[src/rtl/pipelined_barrel_shifter.sv]
// Pipelined logarithmic barrel shifter with a valid/ready handshake on both sides.
// Row k shifts by 2**k when shamt[k] is set; rows are processed LSB first, and a
// register stage is placed after every ROWS_PER_REG rows.
//
// Ports:
//   clk, rst      clock (rising edge), synchronous active-high reset
//   in_valid      input beat valid
//   in_ready      input accepted this cycle (combinational from out_ready)
//   in_data       operand
//   in_shamt      shift amount 0..WIDTH-1
//   in_mode       00 SLL, 01 SRL, 10 SRA, 11 ROL
//   out_valid     result valid (last stage)
//   out_ready     downstream accepts result
//   out_data      shifted result (last stage register)
//   out_sticky    OR of every bit discarded by the shift (last stage register)
module pipelined_barrel_shifter #(
    parameter int unsigned WIDTH        = 16,
    parameter int unsigned ROWS_PER_REG = 1
) (
    input  logic                     clk,
    input  logic                     rst,
    input  logic                     in_valid,
    output logic                     in_ready,
    input  logic [WIDTH-1:0]         in_data,
    input  logic [$clog2(WIDTH)-1:0] in_shamt,
    input  logic [1:0]               in_mode,
    output logic                     out_valid,
    input  logic                     out_ready,
    output logic [WIDTH-1:0]         out_data,
    output logic                     out_sticky
);

    localparam int unsigned SHAMT_W = $clog2(WIDTH);
    localparam int unsigned LATENCY = (SHAMT_W + ROWS_PER_REG - 1) / ROWS_PER_REG;
    localparam int unsigned LAST    = LATENCY - 1;

    localparam logic [1:0] MODE_SLL = 2'b00;
    localparam logic [1:0] MODE_SRL = 2'b01;
    localparam logic [1:0] MODE_SRA = 2'b10;

    localparam logic [WIDTH-1:0] ONES = '1;

    // Stage registers
    logic               r_valid  [LATENCY];
    logic [WIDTH-1:0]   r_data   [LATENCY];
    logic [SHAMT_W-1:0] r_shamt  [LATENCY];
    logic [1:0]         r_mode   [LATENCY];
    logic               r_sticky [LATENCY];

    // Per-stage inputs (previous stage or the input port) and row results
    logic               w_load       [LATENCY];
    logic               w_src_valid  [LATENCY];
    logic [WIDTH-1:0]   w_src_data   [LATENCY];
    logic [SHAMT_W-1:0] w_src_shamt  [LATENCY];
    logic [1:0]         w_src_mode   [LATENCY];
    logic               w_src_sticky [LATENCY];
    logic [WIDTH-1:0]   w_nxt_data   [LATENCY];
    logic               w_nxt_sticky [LATENCY];

    // Ready chain: a stage loads when empty or when its contents leave this cycle
    always_comb begin : ready_chain
        for (int unsigned i = 0; i < LATENCY; i++) begin
            w_load[i] = 1'b0;
        end
        w_load[LAST] = !r_valid[LAST] || out_ready;
        for (int i = int'(LAST) - 1; i >= 0; i--) begin
            w_load[i] = !r_valid[i] || w_load[i+1];
        end
    end

    assign in_ready = w_load[0];

    // Feed of each stage: input port for stage 0, previous register otherwise
    always_comb begin : stage_src
        w_src_valid[0]  = in_valid;
        w_src_data[0]   = in_data;
        w_src_shamt[0]  = in_shamt;
        w_src_mode[0]   = in_mode;
        w_src_sticky[0] = 1'b0;
        for (int unsigned i = 1; i < LATENCY; i++) begin
            w_src_valid[i]  = r_valid[i-1];
            w_src_data[i]   = r_data[i-1];
            w_src_shamt[i]  = r_shamt[i-1];
            w_src_mode[i]   = r_mode[i-1];
            w_src_sticky[i] = r_sticky[i-1];
        end
    end

    // Shift rows owned by each stage; sticky collects bits pushed off the edge
    always_comb begin : shift_rows
        logic [WIDTH-1:0] d;
        logic             st;
        int unsigned      s;
        d  = '0;
        st = 1'b0;
        s  = 0;
        for (int unsigned i = 0; i < LATENCY; i++) begin
            d  = w_src_data[i];
            st = w_src_sticky[i];
            for (int unsigned k = 0; k < SHAMT_W; k++) begin
                if (((k / ROWS_PER_REG) == i) && w_src_shamt[i][k]) begin
                    s = 1 << k;
                    case (w_src_mode[i])
                        MODE_SLL: begin
                            st = st | (|(d & ~(ONES >> s)));
                            d  = d << s;
                        end
                        MODE_SRL: begin
                            st = st | (|(d & ~(ONES << s)));
                            d  = d >> s;
                        end
                        MODE_SRA: begin
                            // Sign bit is invariant under SRA, so d's MSB is the original one
                            st = st | (|(d & ~(ONES << s)));
                            d  = (d >> s) | (d[WIDTH-1] ? ~(ONES >> s) : '0);
                        end
                        default: begin
                            d = (d << s) | (d >> (WIDTH - s));
                        end
                    endcase
                end
            end
            w_nxt_data[i]   = d;
            w_nxt_sticky[i] = st;
        end
    end

    // Stage registers; payload only captured for valid beats
    always_ff @(posedge clk) begin
        if (rst) begin
            for (int unsigned i = 0; i < LATENCY; i++) begin
                r_valid[i]  <= 1'b0;
                r_data[i]   <= '0;
                r_shamt[i]  <= '0;
                r_mode[i]   <= '0;
                r_sticky[i] <= 1'b0;
            end
        end else begin
            for (int unsigned i = 0; i < LATENCY; i++) begin
                if (w_load[i]) begin
                    r_valid[i] <= w_src_valid[i];
                    if (w_src_valid[i]) begin
                        r_data[i]   <= w_nxt_data[i];
                        r_shamt[i]  <= w_src_shamt[i];
                        r_mode[i]   <= w_src_mode[i];
                        r_sticky[i] <= w_nxt_sticky[i];
                    end
                end
            end
        end
    end

    assign out_valid  = r_valid[LAST];
    assign out_data   = r_data[LAST];
    assign out_sticky = r_sticky[LAST];

endmodule

[config.mk]
export PLATFORM = sky130hd
export DESIGN_NAME = pipelined_barrel_shifter
export DESIGN_NICKNAME = d
export VERILOG_FILES = /design/src/rtl/pipelined_barrel_shifter.sv
export SDC_FILE = /design/constraint.sdc
export NUM_CORES = 1
export LEC_CHECK = 0
export ABC_AREA = 1
export CAP_MARGIN = 15
export CORE_ASPECT_RATIO = 0.7
export CORE_MARGIN = 2
export CORE_UTILIZATION = 35
export DETAILED_ROUTE_END_ITERATION = 10
export GPL_TIMING_DRIVEN = 0
export MAX_ROUTING_LAYER = met4
export PLACE_DENSITY = 0.55
export SLEW_MARGIN = 5
export SYNTH_ARGS = -nofsm -noshare
export SYNTH_HDL_FRONTEND = slang
export SYNTH_SLANG_ARGS = --single-unit
export TNS_END_PERCENT = 20
[constraint.sdc]
create_clock -name clk -period 2 [get_ports clk]
set_clock_uncertainty 0.1 [all_clocks]
set_input_delay 0.3 -clock clk [delete_from_list [all_inputs] [get_ports clk]]
set_output_delay 0.3 -clock clk [all_outputs]
set_load 0.03 [all_outputs]
==> results.sh, run 1 <==
export IMPL_nNetsFinal=644
export IMPL_design_area_sq_um=5848
export IMPL_startpoint_type="input pin"
export IMPL_synth_top_cell_area_share=0.5192
export IMPL_cp_required_ns=1.99
export IMPL_tightest_slew_ns=0.8324
export IMPL_postCtsSetupBuffers=0
export IMPL_outcome="completed"
export IMPL_end_kind="flop"
export IMPL_rows=35
export IMPL_ys_seq_area_frac=0.5192
export IMPL_pwr_share_clk=0.381
export IMPL_cell_internal_pwr_w=0.003254
export IMPL_grt_pass1_vias=3591
export IMPL_switchingPower_w=0.001166
export IMPL_setup_viol=0
export IMPL_start_util=0.3637
export IMPL_fill_cells=1320
export IMPL_via_per_inst=5.029
export IMPL_max_vdd_ir_drop_uv=433.9
export IMPL_max_slew_margin_rel=0.4437
export IMPL_drt_initial_drc_count=438
export IMPL_fin_tns_setup_ns=0
export IMPL_instances_no_fill=792
export IMPL_die_width_microns=144.8
export IMPL_powerDensity_nw_per_um2=755.8
export IMPL_layout_drive_gt1_share=0.1153
export IMPL_clk_pin_slew_worst_paths_ns=0.07
export IMPL_grt_max_degree=23
export IMPL_maxSlewViolCount=0
export IMPL_area_growth_pct=20.37
export IMPL_track_usage=0.1761
export IMPL_swShare=0.2639
export IMPL_drt_pass1_iter_count=5
export IMPL_grt_pass1_wl_microns=19260
export IMPL_routed_wl_microns=12020
export IMPL_post_drt_wl_per_cell_microns=15.18
export IMPL_period_minus_slack_ns=1.895
export IMPL_cts_root_buf="clkbuf_16"
export IMPL_synth_seq_cells=84
export IMPL_ant_nets=0
export IMPL_drv_cap=0
export IMPL_cts_sinks=84
export IMPL_fin_crit_sh=0.9477
export IMPL_htreeDepth=3
export IMPL_fmax_ghz=0.5276
export IMPL_p_total_w=0.004420
export IMPL_place_detailed_hpwl_microns=9388
export IMPL_vias=3983
export IMPL_netlist_area_sq_um=4858
export IMPL_drcViolationCount=0
export IMPL_yosysWarnings=0
export IMPL_hp_class="in2reg"
export IMPL_leakagePower_nw=2.271
export IMPL_synthTopCellsByArea="edfxtp_1 52%, nand2_1 7.7%, a21oi_1 7.5%, nand3_1 4.6%, nor2_1 4.3%"
export IMPL_synthCells=547
export IMPL_avgSynthCellArea_sq_um=8.882
export IMPL_combPwrFrac=0.137
export IMPL_pwr_share_seq=0.482
export IMPL_pin_count=45
export IMPL_antenna_found_initial=0
export IMPL_diodes=0
export IMPL_cp_max_fo=10
export IMPL_portBuffers=44
export IMPL_synth_top_cell_by_area="edfxtp_1"
export IMPL_place_congestion=0.9237
export IMPL_arrival_ns=1.89
export IMPL_die_h_microns=102.6
export IMPL_grt_ovfl_total=0
export IMPL_syn_nets=589
export IMPL_placed_cells=776
export IMPL_cts_tree="built"
export IMPL_synth_cell_types=36
export IMPL_hold_viol=0
export IMPL_clk_latency_ns=0.34
export IMPL_die_area_sq_um=14850
export IMPL_clock_path_buffers=2
export IMPL_hold_slack_ns=0.3145
export IMPL_numCtsBuffers=9
export IMPL_dpl_cell_area_sq_um=5530
export IMPL_grt_setup_unrepaired="no"
export IMPL_core_area_sq_um=13360
export IMPL_worst_setup_path_type="in2reg"
-- critical path, cell delays in order --
cell	delay, ns
clkdlybuf4s50_1	0.51
ha_1	0.31
inv_1	0.17
buf_4	0.22
nand3_1	0.08
o21ai_0	0.08
a21oi_1	0.15
nor2_1	0.06
-- cell families (layout without fill, tap and decap cells) --
kind of cell,after synthesis,count (layout),synth area share
AO/OA/AOI/OAI,120,120,0.1298
adder cells (fa/ha/maj),16,16,0.04120
buffers and inverters,85,145,0.08370
flip-flops,84,84,0.5192
AND/OR/NAND/NOR,242,242,0.2261
-- what timing repair did --
item                                    in CTS  in global routing
hold buffers                                 0                  0
gates resized for setup                      3                 12
endpoints found under the setup margin      30                 38
-- worst paths after layout --
| check | start | end | slack, ns | depth (start not counted) |
|---|---|---|---|---|
| hold reg to reg | r_shamt[0][2] | r_shamt[0][6] | 0.45 | 2 |
| setup reg to reg | r_mode[0][2] | r_data[2][2] | 0.14 | 7 |
| hold / removal | in_mode[0] | r_mode[0][0] | 0.31 | 3 |
| setup / recovery | in_mode[1] | r_data[0][11] | 0.10 | 8 |
-- registers in the layout (all words and copies together), names as in the netlist --
signal,flops
r_data,64
r_mode,6
r_shamt,6
r_sticky,4
r_valid,4
-- cell usage after synthesis, drive strengths merged --
cell type and n:
nand2 103, edfxtp 84, a21oi 73, nor2 69, inv 58, nand3 47, o21ai 38, buf 23
ha 16, nor3 11, nor3b 5, or2 5, clkbuf 4, o22ai 4, a31oi 3, a22o 1
nand3b 1, nand4 1, o21a 1
-- routing by layer --
metal,vias up,global-route usage,share of wire
met1,1853,0.2818,0.52
met4,0,0.03883,0.0067
met2,161,0.2075,0.37
met3,8,0.05574,0.10
met5,-,-,0
li1,1961,-,-
-- power by group through the flow --
stage               Combinational (W)  Clock, W  Sequential (W)
finish                       0.000606   0.00168         0.00213
global route                 0.000677   0.00181         0.00214
CTS                          0.000596   0.00172         0.00213
detailed placement           0.000592         0         0.00217
global placement             0.000584         0         0.00217
floorplan                    0.000363         0         0.00217
-- cell usage in the layout, fill, tap and decap left out, types with 2 or more instances in the layout --
cell type        instances
o21ai_0                 35
nor2_2                  10
a21oi_1                 73
buf_4                    6
ha_1                    16
o21ai_1                  3
o22ai_1                  4
nor3b_1                  5
inv_2                    6
nand2_2                  5
buf_6                    4
nand2_1                 97
nand3_1                 45
clkinv_1                 2
inv_1                   52
clkbuf_1                 3
nor3_1                  11
nor2_4                   4
or2_2                    3
buf_1                    2
clkbuf_16                9
clkinv_4                 2
buf_2                   10
clkdlybuf4s50_1         42
edfxtp_1                84
nor2_1                  55
a31oi_1                  2
-- stage by stage --
step | setup WS [ns] | util
after floorplan | 0.007228 | -
after global placement | -0.3313 | 0.4141
after detailed placement | -0.4063 | 0.4141
after CTS | 0.03823 | 0.4368
after global routing | 0.002256 | 0.4378
final | 0.1047 | 0.4378
-- cell type report --
type                            count  area (sq um)  area share
Clock inverter                      7         75.07     0.01284
Sequential cell                    84          2522      0.4313
Clock buffer                        9         225.2     0.03851
Inverter                           58         217.7     0.03723
Multi-Input combinational cell    378          1944      0.3325
Buffer                             27         193.9     0.03316
Tap cell                          185         231.5     0.03958
Timing Repair Buffer               44         437.9     0.07488
Note: power is estimated with default switching activity, not from simulation.
==> inputs of run 2 (changes only) <==
- GPL_ROUTABILITY_DRIVEN: not set -> 0
==> run 2 against run 1 <==
  * Sequential share of layout area is essentially flat
  * Design area is essentially flat
  * Wire length shrank 1.1%
  * Critical path depth shrank 2
  * Sequential power is essentially flat
  * Non-clock buffer count is the same
  * Maximum frequency shrank 1.9%
  * Worst setup slack lost 0.036 ns
  * First-iteration DRC count shrank 14%
  * Via count grew 1.4%
  * Worst hold slack gained 0.0017 ns
  * Cell count is the same
  * Critical endpoint is now in_ready
  * Largest cell class unchanged
  * Largest power group unchanged
==> results.sh, run 2 (same netlist as run 1, synthesis figures left out) <==
export IMPL_outcome="completed"
export IMPL_startpoint_type="input pin"
export IMPL_worst_setup_path_type="in2out"
export IMPL_die_area_sq_um=14850
export IMPL_largest_register="r_data"
export IMPL_setup_viol=0
export IMPL_cp_max_fo=3
export IMPL_largest_reg_flops=64
export IMPL_clk_pin_slew_worst_paths_ns=0.07
export IMPL_place_detailed_hpwl_microns=9060
export IMPL_critical_path_buf_inv_count=2
export IMPL_track_usage=0.1728
export IMPL_post_drt_wl_per_cell_microns=15.01
export IMPL_period_minus_slack_ns=1.932
export IMPL_drcViolationCount=0
export IMPL_r2r_start="r_mode[0][0]"
export IMPL_nNetsFinal=644
export IMPL_critical_path_top_delay_family="buffers and inverters"
export IMPL_r2r_end="r_data[1][6]"
export IMPL_cts_tree="built"
export IMPL_grt_setup_unrepaired="no"
export IMPL_powerDensity_nw_per_um2=754.3
export IMPL_cts_hold_buf=0
export IMPL_die_width_microns=144.8
export IMPL_cp_required_ns=1.60
export IMPL_arrival_ns=1.53
export IMPL_hold_slack_ns=0.3162
export IMPL_reg2regPathDepth=9
export IMPL_htreeDepth=3
export IMPL_pwr_share_seq=0.483
export IMPL_ant_nets=0
export IMPL_start_util=0.3637
export IMPL_cts_sinks=84
export IMPL_crit_path_cell_trace="clkdlybuf4s50_1, nor2_2, nand2_2, nor2_4, nand2_4, dlygate4sd2_1"
export IMPL_cts_root_buf="clkbuf_16"
export IMPL_hold_viol=0
export IMPL_fmax_ghz=0.5177
export IMPL_vias=4040
export IMPL_r2r_slack_ns=0.10
export IMPL_pin_count=45
export IMPL_multi_input_area_sq_um=1947
export IMPL_postCtsSetupBuffers=0
export IMPL_numCtsBuffers=9
export IMPL_startpoint="out_ready"
export IMPL_routed_wl_microns=11890
export IMPL_max_vdd_ir_drop_uv=485.9
export IMPL_layout_cells_most_common_list="97 x nand2_1, 84 x edfxtp_1, 73 x a21oi_1, 55 x nor2_1, 53 x inv_1"
export IMPL_drt_initial_drc_count=376
export IMPL_area_growth_pct=20.42
export IMPL_max_slew_margin_rel=0.4721
export IMPL_grt_ovfl_total=0
export IMPL_drv_cap=0
export IMPL_fill_cells=1284
export IMPL_fin_crit_sh=0.9658
export IMPL_clock_path_buffers=2
export IMPL_via_per_inst=5.101
export IMPL_swShare=0.2632
export IMPL_clk_latency_ns=0.34
export IMPL_portBuffers=44
export IMPL_rows=35
export IMPL_maxSlewViolCount=0
export IMPL_leakagePower_nw=2.268
export IMPL_slowest_delay_ns=0.43
export IMPL_end_kind="output port"
export IMPL_top_regs="r_data: 64 flops, r_mode: 6 flops, r_shamt: 6 flops"
export IMPL_layout_commonest_cell="nand2_1"
export IMPL_hp_class="in2reg"
export IMPL_cp_depth=6
export IMPL_die_h_microns=102.6
export IMPL_core_area_sq_um=13360
export IMPL_final_seq_area_sq_um=2522
export IMPL_drt_pass1_iter_count=5
export IMPL_antenna_found_initial=0
export IMPL_diodes=0
export IMPL_layout_drive_gt1_share=0.1153
export IMPL_cp_slowest_cell="clkdlybuf4s50_1"
export IMPL_critPathCapture="in_ready"
export IMPL_tightest_slew_ns=0.7899
export IMPL_pwr_share_clk=0.379
export IMPL_grt_pass1_vias=3661
export IMPL_combPwrFrac=0.138
export IMPL_final_util=0.4380
export IMPL_grt_max_degree=23
export IMPL_grt_pass1_wl_microns=18960
export IMPL_cell_internal_pwr_w=0.003252
export IMPL_switchingPower_w=0.001162
[run 2: cell count changes in the layout (fill, tap and decap cells not counted)]
cell           delta
dlygate4sd2_1     +1
inv_2             -1
ha_1              -1
buf_4             -1
clkbuf_2          -1
inv_6             +1
clkinv_2          +1
clkinv_1          -1
inv_8             -1
ha_2              +1
buf_2             +1
inv_1             +1
[run 2: tightest hold or removal path, delay by kind of cell]
family / cells / cell delay (ns)
simple gates: 1 / 0.10
buf+inv: 2 / 0.24
[run 2: power by group through the flow]
stage                     registers, W  clock network, W  logic, W
final                          0.00213           0.00167  0.000609
after global placement         0.00216                 0  0.000581
after CTS                      0.00213           0.00171  0.000598
after floorplan                0.00217                 0  0.000363
after detailed placement       0.00216                 0  0.000593
after global routing           0.00214           0.00178  0.000675
[run 2: cell type report]
cell class	count	share of cell area
buffer	27	0.03272
clock buffer	9	0.03849
clock inverter	7	0.01262
inverter	58	0.03721
multi-input combinational	378	0.3328
sequential	84	0.4311
tap	185	0.03956
timing repair buffer	44	0.07549
[run 2: timing repair]
item	4_1_cts	5_1_grt
endpoints found under the setup margin	24	32
pin swaps	0	0
endpoints found under the hold margin	0	0
gates resized for setup	3	8
[run 2: how the worst min path moves through the flow]
stage                        startpoint            end  slack [ns]  cells past startpoint
final                        in_mode[0]   r_mode[0][0]        0.32                      3
after floorplan               out_ready     r_valid[3]        0.40                      2
after global routing         in_mode[0]   r_mode[0][0]        0.34                      3
after detailed placement    r_sticky[0]    r_sticky[1]        0.45                      1
after CTS                   r_sticky[0]    r_sticky[1]        0.47                      1
after global placement    r_shamt[0][2]  r_shamt[0][6]        0.44                      2
[run 2: layer usage]
| metal | GRT usage | share of wire | up-vias |
|---|---|---|---|
| met1 | 0.2690 | 0.53 | 1898 |
| met3 | 0.04366 | 0.084 | 6 |
| met5 | - | 0 | - |
| li1 | - | - | 1962 |
| met2 | 0.2228 | 0.38 | 174 |
| met4 | 0.03510 | 0.0048 | 0 |
[run 2: per-stage QoR]
| stage | TNS (ns) | area [sq um] | setup WS, ns | total power [W] | std cells |
|---|---|---|---|---|---|
| 6_report | 0 | 5851 | 0.06848 | 0.004413 | 792 |
| 5_1_grt | 0 | 5851 | 0.01370 | 0.004592 | 792 |
| 4_1_cts | 0 | 5833 | 0.06478 | 0.004437 | 792 |
| 3_5_place_dp | -24.32 | 5530 | -0.3825 | 0.002756 | 776 |
| 3_3_place_gp | -20.58 | 5530 | -0.3263 | 0.002743 | 776 |
| 2_1_floorplan | 0 | 4858 | 0.007228 | 0.002530 | 547 |
==> inputs of run 3 (changes only) <==
- ABC_AREA: 1 -> not set
- clock period: 2 -> 2.49 ns (I/O delays scaled with it)
==> run 3 against run 2 <==
  * Power down 19%
  * Sequential share of layout area up 3.5 points
  * Non-clock buffer count up 1
  * Largest power group unchanged
==> results.sh, run 3 <==
export IMPL_grt_max_degree=23
export IMPL_hp_class="in2reg"
export IMPL_clk_latency_ns=0.34
export IMPL_layout_commonest_cell="edfxtp_1"
export IMPL_largest_register="r_data"
export IMPL_yosys_area_share_simple=0.1337
export IMPL_drt_pass1_iter_count=5
export IMPL_hold_viol=0
export IMPL_tightest_slew_ns=0.9254
export IMPL_htreeDepth=3
export IMPL_vias=3430
export IMPL_synth_cell_types=38
export IMPL_via_per_inst=5.523
export IMPL_grt_util_met2=0.2095
export IMPL_synth_xor_area_frac=0
export IMPL_setup_viol=0
export IMPL_pin_count=45
export IMPL_r2r_start="r_mode[0][0]"
export IMPL_instances_no_fill=621
export IMPL_post_drt_wl_per_cell_microns=16.76
export IMPL_cts_resized=0
export IMPL_grt_pass1_vias=3160
export IMPL_maxSlewViolCount=0
export IMPL_largest_reg_flops=64
export IMPL_crit_path_cell_trace="clkdlybuf4s50_1, and4b_1, nand2_2, clkdlybuf4s50_1"
export IMPL_synthTopCellsByArea="edfxtp_1 57%, a22oi_1 8.3%, a211oi_1 7.2%, nor2_1 6.2%, ha_1 4.5%"
export IMPL_powerDensity_nw_per_um2=664.6
export IMPL_die_width_microns=138.8
export IMPL_drv_cap=0
export IMPL_diodes=0
export IMPL_fmax_ghz=0.4232
export IMPL_slowest_delay_ns=0.67
export IMPL_routed_wl_microns=10410
export IMPL_layout_cells_most_common_list="84 x edfxtp_1, 73 x nor2_1, 49 x a22oi_1, 43 x a211oi_1, 43 x clkdlybuf4s50_1"
export IMPL_area_growth_pct=21.47
export IMPL_layout_drive_gt1_share=0.09368
export IMPL_synth_top_cell_area_share=0.5665
export IMPL_synth_most_common_cell="edfxtp_1"
export IMPL_grt_busiest_layer="met1"
export IMPL_fin_crit_sh=0.9490
export IMPL_startpoint="out_ready"
export IMPL_synthCells=400
export IMPL_top_regs="r_data: 64 flops, r_mode: 6 flops, r_shamt: 6 flops"
export IMPL_postCtsSetupBuffers=0
export IMPL_worst_setup_path_type="in2out"
export IMPL_syn_nets=442
export IMPL_grt_pass1_wl_microns=17010
export IMPL_synth_common_cells="84 x edfxtp_1, 73 x nor2_1, 49 x a22oi_1"
export IMPL_cpMostUsedCell="clkdlybuf4s50_1"
export IMPL_grt_ovfl_total=0
export IMPL_clk_pin_slew_worst_paths_ns=0.06
export IMPL_grt_setup_unrepaired="no"
export IMPL_synth_async_sr_flop_share=0
export IMPL_portBuffers=43
export IMPL_rows=34
export IMPL_cts_root_buf="clkbuf_16"
export IMPL_p_total_w=0.003595
export IMPL_clock_path_buffers=2
export IMPL_met1_usage=0.2561
export IMPL_cp_max_fo=4
export IMPL_placed_cells=605
export IMPL_grt_use_met3=0.04218
export IMPL_synth_compound_area_frac=0.2001
export IMPL_synth_flop_cell="edfxtp_1"
export IMPL_yosysWarnings=0
export IMPL_cp_slowest_cell="clkdlybuf4s50_1"
export IMPL_cts_sinks=84
export IMPL_synth_edf_count=84
export IMPL_netlist_area_sq_um=4453
export IMPL_synth_top_cell_by_area="edfxtp_1"
export IMPL_numCtsBuffers=9
export IMPL_antenna_found_initial=0
export IMPL_die_h_microns=98.37
export IMPL_startpoint_type="input pin"
export IMPL_cp_required_ns=2.02
export IMPL_die_area_sq_um=13660
export IMPL_max_slew_margin_rel=0.3830
export IMPL_track_usage=0.1664
export IMPL_avgSynthCellArea_sq_um=11.13
export IMPL_arrival_ns=1.89
export IMPL_pre_cts_slack_ns=0.05122
export IMPL_place_detailed_hpwl_microns=8107
export IMPL_period_minus_slack_ns=2.363
export IMPL_end_kind="output port"
export IMPL_start_util=0.3585
export IMPL_drcViolationCount=0
export IMPL_synth_top_family_by_area="compound AO/OA/AOI/OAI gates"
export IMPL_fin_tns_setup_ns=0
export IMPL_hp_start="in_shamt[0]"
export IMPL_cts_hold_buf=0
export IMPL_nNetsFinal=496
export IMPL_drt_initial_drc_count=351
export IMPL_ys_seq_area_frac=0.5665
export IMPL_cts_tree="built"
export IMPL_max_vdd_ir_drop_uv=481.4
export IMPL_leakagePower_nw=1.926
export IMPL_ant_nets=0
export IMPL_synth_seq_cells=84
export IMPL_outcome="completed"
export IMPL_yosys_area_share_adder=0.04496
export IMPL_core_area_sq_um=12420
export IMPL_synthMuxAreaShare=0.002248
export IMPL_setup_slack_ns=0.1269
run 3: cell types whose count changed in the layout (fill, tap and decap cells not counted), sizes merged, moves of 9 or more:
| cell | previous run | this run |
|---|---|---|
| buf | 24 | 15 |
| a21oi | 73 | 15 |
| nand3 | 47 | 1 |
| inv | 60 | 20 |
| clkbuf | 12 | 23 |
| a22oi | 0 | 49 |
| a211oi | 0 | 43 |
| o21ai | 38 | 10 |
| nand2 | 103 | 13 |
run 3: kinds of logic (layout without fill, tap and decap cells):
group	Yosys count	count (layout)
AOI/OAI and AO/OA	126	126
adders and majority gates	16	16
muxes	1	1
buffers and inverters	47	106
DFF	84	84
and+or+nand+nor	126	126
run 3: metrics by stage:
| step | util | area, sq um | hold WS, ns |
|---|---|---|---|
| after floorplan | - | 4453 | 0.3967 |
| after global placement | 0.4094 | 5086 | 0.4458 |
| final | 0.4354 | 5409 | 0.4188 |
| after global routing | 0.4354 | 5409 | 0.4476 |
| after detailed placement | 0.4094 | 5086 | 0.4378 |
| after CTS | 0.4354 | 5409 | 0.4120 |
run 3: final timing paths:
kind | end | slack (ns) | depth (start not counted)
max | in_ready | 0.13 | 4
min | r_data[0][0] | 0.42 | 3
max reg2reg | r_data[1][12] | 0.39 | 5
min reg2reg | r_sticky[1] | 0.46 | 2
run 3: report_power, final:
part	total, W	internal, W	switching [W]
combinational	0.000439	0.000177	0.000262
clock	0.00144	0.000884	0.000557
sequential	0.00172	0.00165	0.0000683
run 3: area by class of cell:
class,count,area [sq um]
Timing Repair Buffer,43,430.4
Clock inverter,7,97.59
Multi-Input combinational cell,269,1697
Clock buffer,9,225.2
Fill cell,1165,7013
Inverter,18,67.56
Tap cell,162,202.7
Sequential cell,84,2522
Buffer,29,166.4
run 3: layer usage:
layer  wire (microns)  vias up
li1                 -     1626
met1             5550     1643
met2             3908      149
met3              804       12
met4              142        0
met5                0        -
run 3: worst max-delay path: cells and delay by family:
family | cells | cell delay (ns)
buf+inv | 2 | 1.17
simple gates | 2 | 0.34
